$ cat src/rtl/pcw_pkg.sv
// Shared definitions for the PCW download arbiter: FSM state encoding and
// default boot-ROM geometry / execution address.
// Purely declarative; no latency, no backpressure.
package pcw_pkg;

    typedef enum logic [2:0] {
        IDLE     = 3'd0,
        BOOT_RD  = 3'd1,
        BOOT_WR  = 3'd2,
        BOOT_END = 3'd3,
        HPS      = 3'd4
    } pcw_state_e;

    localparam logic [15:0] BOOT_ROM_END_DEF = 16'd275;
    localparam logic [15:0] EXEC_ADDR_DEF    = 16'h0000;

    // True while the boot copy owns the download port.
    function automatic logic is_boot(input pcw_state_e s);
        return (s == BOOT_RD) || (s == BOOT_WR) || (s == BOOT_END);
    endfunction

endpackage

$ cat src/rtl/pcw_boot_seq.sv
// Boot-copy byte counter and registered boot-ROM address generator.
// Latency: rom_addr_o updates on the edge that enters BOOT_RD (aligned with that state).
// Backpressure: none; driven purely by the arbiter's strobes.
//
// Ports:
//   clk_i, rst_i   clock, asynchronous active-high reset
//   clr_i          restart the copy at byte 0
//   adv_i          step to the next byte
//   rd_next_i      next state is BOOT_RD, so load the ROM address
//   idx_o          current byte index
//   last_o         current byte is the final one
//   rom_addr_o     registered ROM address
module pcw_boot_seq
    import pcw_pkg::*;
#(
    parameter logic [15:0] LAST_IDX = BOOT_ROM_END_DEF
) (
    input  logic        clk_i,
    input  logic        rst_i,
    input  logic        clr_i,
    input  logic        adv_i,
    input  logic        rd_next_i,
    output logic [15:0] idx_o,
    output logic        last_o,
    output logic [15:0] rom_addr_o
);

    logic [15:0] idx_q, idx_d;
    logic [15:0] rom_addr_q;

    // The copy stops at LAST_IDX, so the increment never wraps.
    always_comb begin
        idx_d = idx_q;
        if (clr_i) begin
            idx_d = 16'd0;
        end else if (adv_i) begin
            idx_d = idx_q + 16'd1;
        end
    end

    always_ff @(posedge clk_i or posedge rst_i) begin
        if (rst_i) begin
            idx_q      <= 16'd0;
            rom_addr_q <= 16'd0;
        end else begin
            idx_q <= idx_d;
            // Present the address for the byte about to be read so that the
            // synchronous ROM returns it during the following BOOT_WR cycle.
            if (rd_next_i) begin
                rom_addr_q <= idx_d;
            end
        end
    end

    assign idx_o      = idx_q;
    assign last_o     = (idx_q == LAST_IDX);
    assign rom_addr_o = rom_addr_q;

endmodule

$ cat src/rtl/pcw_dn_arbiter.sv
// Arbitrates the core download port between the boot-ROM copy and HPS ioctl downloads.
// Latency: dn_go/busy/ioctl_wait/execute_* track the FSM state; dn_wr trails its source by one cycle.
// Backpressure: ioctl_wait holds off a matching HPS download while a boot copy is running.
//
// Ports:
//   clk_sys, reset                    clock, asynchronous active-high reset
//   boot_start                        one-cycle boot-copy request
//   rom_addr / rom_data               boot-ROM read port (data one cycle after address)
//   ioctl_*                           HPS download side (ioctl_wait is the hold-off)
//   dn_go/dn_wr/dn_addr/dn_data       core download port
//   execute_enable / execute_addr     one-cycle start request issued after the boot copy
//   busy / boot_done                  status
module pcw_dn_arbiter
    import pcw_pkg::*;
#(
    parameter logic [15:0] BOOT_ROM_END = BOOT_ROM_END_DEF,
    parameter logic [15:0] EXEC_ADDR    = EXEC_ADDR_DEF,
    parameter logic [7:0]  HPS_INDEX    = 8'd0
) (
    input  logic        clk_sys,
    input  logic        reset,
    input  logic        boot_start,
    output logic [15:0] rom_addr,
    input  logic [7:0]  rom_data,
    input  logic        ioctl_download,
    input  logic [7:0]  ioctl_index,
    input  logic        ioctl_wr,
    input  logic [15:0] ioctl_addr,
    input  logic [7:0]  ioctl_data,
    output logic        ioctl_wait,
    output logic        dn_go,
    output logic        dn_wr,
    output logic [15:0] dn_addr,
    output logic [7:0]  dn_data,
    output logic        execute_enable,
    output logic [15:0] execute_addr,
    output logic        busy,
    output logic        boot_done
);

    pcw_state_e  state_q, state_d;
    logic        pend_q, pend_d;

    logic        dn_go_q, dn_go_d;
    logic        dn_wr_q, dn_wr_d;
    logic [15:0] dn_addr_q, dn_addr_d;
    logic [7:0]  dn_data_q, dn_data_d;
    logic        ioctl_wait_q, ioctl_wait_d;
    logic        exec_en_q, exec_en_d;
    logic [15:0] exec_addr_q, exec_addr_d;
    logic        busy_q, busy_d;
    logic        boot_done_q, boot_done_d;

    logic        hps_match;
    logic        hps_wr_acc;
    logic        boot_accept;
    logic [15:0] idx;
    logic        last_byte;

    assign hps_match = ioctl_download && (ioctl_index == HPS_INDEX);

    pcw_boot_seq #(
        .LAST_IDX (BOOT_ROM_END)
    ) u_boot_seq (
        .clk_i      (clk_sys),
        .rst_i      (reset),
        .clr_i      (boot_accept),
        .adv_i      ((state_q == BOOT_WR) && (state_d == BOOT_RD)),
        .rd_next_i  (state_d == BOOT_RD),
        .idx_o      (idx),
        .last_o     (last_byte),
        .rom_addr_o (rom_addr)
    );

    // Next-state logic. A boot request seen during HPS is parked in pend_q and
    // serviced from IDLE, so the HPS transfer is never cut short.
    always_comb begin
        state_d     = state_q;
        pend_d      = pend_q;
        boot_accept = 1'b0;
        case (state_q)
            IDLE: begin
                if (boot_start || pend_q) begin
                    state_d     = BOOT_RD;
                    pend_d      = 1'b0;
                    boot_accept = 1'b1;
                end else if (hps_match) begin
                    state_d = HPS;
                end
            end
            BOOT_RD:  state_d = BOOT_WR;
            BOOT_WR:  state_d = last_byte ? BOOT_END : BOOT_RD;
            BOOT_END: state_d = IDLE;
            HPS: begin
                if (boot_start) begin
                    pend_d = 1'b1;
                end
                if (!ioctl_download) begin
                    state_d = IDLE;
                end
            end
            default:  state_d = IDLE;
        endcase
    end

    // HPS writes are taken in HPS, or in IDLE when HPS is about to be entered
    // (ioctl_wait is already low there). A write immediately following another
    // is dropped so dn_wr can never be high on two consecutive cycles.
    assign hps_wr_acc = hps_match && ioctl_wr && !dn_wr_q &&
                        ((state_q == HPS) || ((state_q == IDLE) && (state_d == HPS)));

    // Output next-state: state-level outputs decode state_d so the registered
    // value lines up with the state itself; write strobes are one cycle behind
    // their source because the ROM byte is only valid during BOOT_WR.
    always_comb begin
        dn_go_d      = (state_d == BOOT_RD) || (state_d == BOOT_WR) || (state_d == HPS);
        busy_d       = (state_d != IDLE);
        exec_en_d    = (state_d == BOOT_END);
        exec_addr_d  = (state_d == BOOT_END) ? EXEC_ADDR : exec_addr_q;
        ioctl_wait_d = hps_match && is_boot(state_d);

        boot_done_d = boot_done_q;
        if (boot_accept) begin
            boot_done_d = 1'b0;
        end
        if (state_d == BOOT_END) begin
            boot_done_d = 1'b1;
        end

        dn_wr_d   = 1'b0;
        dn_addr_d = dn_addr_q;
        dn_data_d = dn_data_q;
        if (state_q == BOOT_WR) begin
            dn_wr_d   = 1'b1;
            dn_addr_d = idx;
            dn_data_d = rom_data;
        end else if (hps_wr_acc) begin
            dn_wr_d   = 1'b1;
            dn_addr_d = ioctl_addr;
            dn_data_d = ioctl_data;
        end
    end

    always_ff @(posedge clk_sys or posedge reset) begin
        if (reset) begin
            state_q      <= IDLE;
            pend_q       <= 1'b0;
            dn_go_q      <= 1'b0;
            dn_wr_q      <= 1'b0;
            dn_addr_q    <= 16'd0;
            dn_data_q    <= 8'd0;
            ioctl_wait_q <= 1'b0;
            exec_en_q    <= 1'b0;
            exec_addr_q  <= 16'd0;
            busy_q       <= 1'b0;
            boot_done_q  <= 1'b0;
        end else begin
            state_q      <= state_d;
            pend_q       <= pend_d;
            dn_go_q      <= dn_go_d;
            dn_wr_q      <= dn_wr_d;
            dn_addr_q    <= dn_addr_d;
            dn_data_q    <= dn_data_d;
            ioctl_wait_q <= ioctl_wait_d;
            exec_en_q    <= exec_en_d;
            exec_addr_q  <= exec_addr_d;
            busy_q       <= busy_d;
            boot_done_q  <= boot_done_d;
        end
    end

    assign dn_go          = dn_go_q;
    assign dn_wr          = dn_wr_q;
    assign dn_addr        = dn_addr_q;
    assign dn_data        = dn_data_q;
    assign ioctl_wait     = ioctl_wait_q;
    assign execute_enable = exec_en_q;
    assign execute_addr   = exec_addr_q;
    assign busy           = busy_q;
    assign boot_done      = boot_done_q;

endmodule

$ cat config.mk
export PLATFORM = sky130hd
export DESIGN_NAME = pcw_dn_arbiter
export DESIGN_NICKNAME = d
export VERILOG_FILES = /design/src/rtl/pcw_pkg.sv /design/src/rtl/pcw_boot_seq.sv /design/src/rtl/pcw_dn_arbiter.sv
export SDC_FILE = /design/constraint.sdc
export NUM_CORES = 1
export LEC_CHECK = 0
export CORE_UTILIZATION = 40
export DETAILED_ROUTE_END_ITERATION = 10
export DONT_BUFFER_PORTS = 1
export PLACE_DENSITY = 0.63
export SLEW_MARGIN = 20
export SYNTH_ARGS = -nofsm -noshare
export SYNTH_HDL_FRONTEND = slang
export SYNTH_SLANG_ARGS = --single-unit
$ cat constraint.sdc
create_clock -name clk_sys -period 2.38 [get_ports clk_sys]
set_input_delay 0.595 -clock clk_sys [delete_from_list [all_inputs] [get_ports clk_sys]]
set_output_delay 0.595 -clock clk_sys [all_outputs]
set_load 0.005 [all_outputs]
==> summary.txt <==
Clock tree
  • Reg clk slew, reported paths: 0.07 ns
  • H-tree levels: 3
  • CTS Sinks: 66
  • Post-CTS Setup Bufs: 0
  • TritonCTS clock tree: built
  • Clock latency on the worst-skew pair: 0.35 ns
  • Clock Tree Buf Depth: 2
  • # resized after CTS: 0
  • CTS Hold Bufs: 0
  • CTS Buf Count: 9
  • CTS root buf: clkbuf_8

Detailed routing
  • Vias per inst: 5.97
  • Detailed-route DRC error count: 0
  • Wire per inst: 18.8 µm
  • Antenna-violating nets left: 0
  • DR iter-0 viols: 184
  • Final WL: 8.59 mm
  • DRT Pass-1 Iters: 4
  • Via Count: 2736

GRT
  • GRT overflow: 0
  • Initial antenna violation count: 0
  • First-pass GRT wire length: 13.8 mm
  • Vias in the first global route: 2602
  • GRT Util Overall: 0.204
  • Largest net degree at the start of global routing: 67

Worst setup path
  • Cell family with most CP delay: simple AND/OR/NAND/NOR gates
  • Max stage delay on crit path: 0.47 ns
  • Crit-path max FO: 16
  • Critical-path cell list: ha_1 -> and4bb_1 -> nand4_1 -> o21ai_2 -> buf_4 -> a22o_1
  • Max stage delay cell, worst path: dfrtp_1
  • Critical setup path kind: reg2reg
  • CP startpoint kind: flop
  • Setup crit end kind: flop
  • Critical path required time: approximately 2.7 ns
  • Worst EP arrival: around 2.4 ns
  • WP buf/inv: 1

Place
  • Port bufs: 0
  • Post-place instance area: 3450 µm²
  • Placed instance count: around 440
  • Post-DP HPWL: 5.73 mm
  • Routability cong.: 0.874

Cells and area
  • Fillers: about 800
  • Fin area: 3670 µm²
  • Share of cells above drive strength 1: 0.102
  • Area Growth Syn to Fin: 7.16%
  • Final cell count without fillers: 458
  • Footprint of the multi-input gates: 1550 µm²
  • Register area: 1650 µm²
  • Nets: 394
  • Inserted Diodes: 0

STA
  • Relative slew slack: 0.619
  • Final Hold Fails: 0
  • RSZ-0062 raised after global routing: false
  • Final setup viols: 0
  • Maximum operating frequency: around 0.48 GHz
  • Slew Viols, Final: 0
  • Final setup TNS: 0 ns
  • Period utilization: 0.883
  • Hold WS: 0.197 ns
  • Setup Skew: 0.0122 ns
  • Minimum clock period: 2.10 ns
  • Slew @ Worst Pin: between 0.5 and 0.6 ns

Synthesis
  • Sequential area share after synthesis: 0.482
  • Syn_area_per_cell: 9.52 µm²
  • Cell variety after synth: 50
  • Post-synth EDFFs: 0
  • Top_reg_cell synth: dfrtp_1
  • Synth Instances: between 300 and 400
  • Mapped Area: 3430 µm²
  • Asr flop ratio synth: 1.00
  • Syn. warnings: 0
  • Yosys reg bits: 66

Die
  • Die Y-Extent: 94.5 µm
  • Effective utilization at floorplan: 0.415
  • Boundary Pins: 107
  • Row Count: 33
  • Core Region: 8260 µm²
  • Die W: 94.5 µm
  • Full die area: 8940 µm²

Pwr
  • Worst vdd ir: 0.338 mV
  • Power Dens Cells: 950 nW/µm²
  • Final Power: 0.00349 W
  • Lkg Pwr: 1.54 nW

Hold path
  • Hold crit path type: in2async

Job
  • MaxCap Viol Count: 0

Status
  • Outcome: complete, no violations
-- power by group --
| group | switching (W) | internal [W] |
|---|---|---|
| logic | 0.000498 | 0.000303 |
| registers | 0.000266 | 0.00140 |
| clock network | 0.000422 | 0.000600 |
| total | 0.00119 | 0.00230 |
-- synthesized netlist by cell type, drive strengths merged (2+ instances only) --
master / instances / share of area
dfrtp: 66 / 0.48
nor2: 37 / 0.041
buf: 32 / 0.059
nand3: 32 / 0.047
o21ai: 28 / 0.042
a31oi: 23 / 0.042
clkbuf: 18 / 0.020
a22o: 14 / 0.036
xnor2: 12 / 0.031
nand4: 11 / 0.022
a21oi: 9 / 0.013
nand2: 9 / 0.0099
o31ai: 9 / 0.020
or4: 7 / 0.016
and4: 5 / 0.013
inv: 5 / 0.0055
nor3: 4 / 0.0058
nor4: 4 / 0.0091
xor2: 4 / 0.010
o311ai: 3 / 0.0077
or3: 3 / 0.0055
a21o: 2 / 0.0044
and2: 2 / 0.0037
mux2i: 2 / 0.0058
o211ai: 2 / 0.0044
-- worst paths after layout --
| path | startpoint | endpoint | slack [ns] | cells past startpoint |
|---|---|---|---|---|
| setup reg to reg | u_boot_seq.idx_o[0] | u_boot_seq.rom_addr_o[6] | 0.28 | 6 |
| setup / recovery | u_boot_seq.idx_o[0] | u_boot_seq.rom_addr_o[6] | 0.28 | 6 |
| hold / removal | reset | dn_go | 0.20 | 2 |
| min in group clk_sys | ioctl_data[0] | dn_data[0] | 0.40 | 2 |
| max in group asynchronous | reset | u_boot_seq.rom_addr_o[0] | 1.88 | 2 |
| hold reg to reg | boot_done | boot_done | 0.52 | 1 |
-- layout make-up --
| type | instances | share of cell area |
|---|---|---|
| multi-input cells | 254 | 0.422 |
| clock buffers | 15 | 0.0508 |
| repair buffers | 12 | 0.0279 |
| flip-flops and latches | 66 | 0.450 |
| clock inverters | 1 | 0.00818 |
| inverters | 5 | 0.00511 |
| well taps | 105 | 0.0358 |
-- routing by layer --
metal | GRT usage | share of wire | up-vias
li1 | - | - | 1275
met1 | 0.276 | 0.46 | 1350
met2 | 0.309 | 0.47 | 96
met3 | 0.0531 | 0.060 | 15
met4 | 0.0884 | 0.015 | 0
met5 | 0 | 0 | -
-- cells by family (layout without fill, tap and decap cells) --
logic type      Yosys count  after routing  share of synthesized area
simple gates            119            119                      0.187
flops                    66             66                      0.482
fa+ha+maj                 1              1                    0.00365
buf+inv                  55             33                     0.0844
compound gates          100            100                      0.195
other cells               1             16                    0.00109
xor+xnor                 16             16                     0.0409
mux                       2              2                    0.00584
-- worst reg2reg max path, stage by stage (launching register included) --
cell      delay, ns
dfrtp_1        0.47
ha_1           0.31
and4bb_1       0.24
nand4_1        0.35
o21ai_2        0.24
buf_4          0.25
a22o_1         0.18
-- cells in the final DEF (no fill, tap or decap), types with 3 or more instances in the layout --
cell type	count
nor4_1	3
xnor2_1	12
inv_1	4
buf_4	11
nand4_1	10
nor2_1	36
or4_1	6
nand3_1	32
nor3_1	4
a31oi_1	23
clkbuf_8	13
o21ai_1	20
and4_1	5
o311ai_1	3
xor2_1	4
or3_1	3
o21ai_0	7
a22o_1	14
conb_1	16
nand2_1	8
a21oi_1	9
dfrtp_1	66
o31ai_1	9
-- metrics by stage --
step | setup WS (ns) | util
detailed placement | 0.304 | 0.418
floorplan | 0.130 | -
global route | 0.154 | 0.445
CTS | 0.295 | 0.445
global placement | 0.347 | 0.418
finish | 0.278 | 0.445
-- flip-flops by register name (all words and copies together) (netlist names) --
name	flops
dn_go	1
ioctl_wait	1
busy	1
execute_enable	1
dn_wr	1
dn_data	8
dn_addr	16
boot_done	1
u_boot_seq.rom_addr_o	16
state_q	3
pend_q	1
u_boot_seq.idx_o	16
No activity file was read; power rests on OpenSTA's default activity.
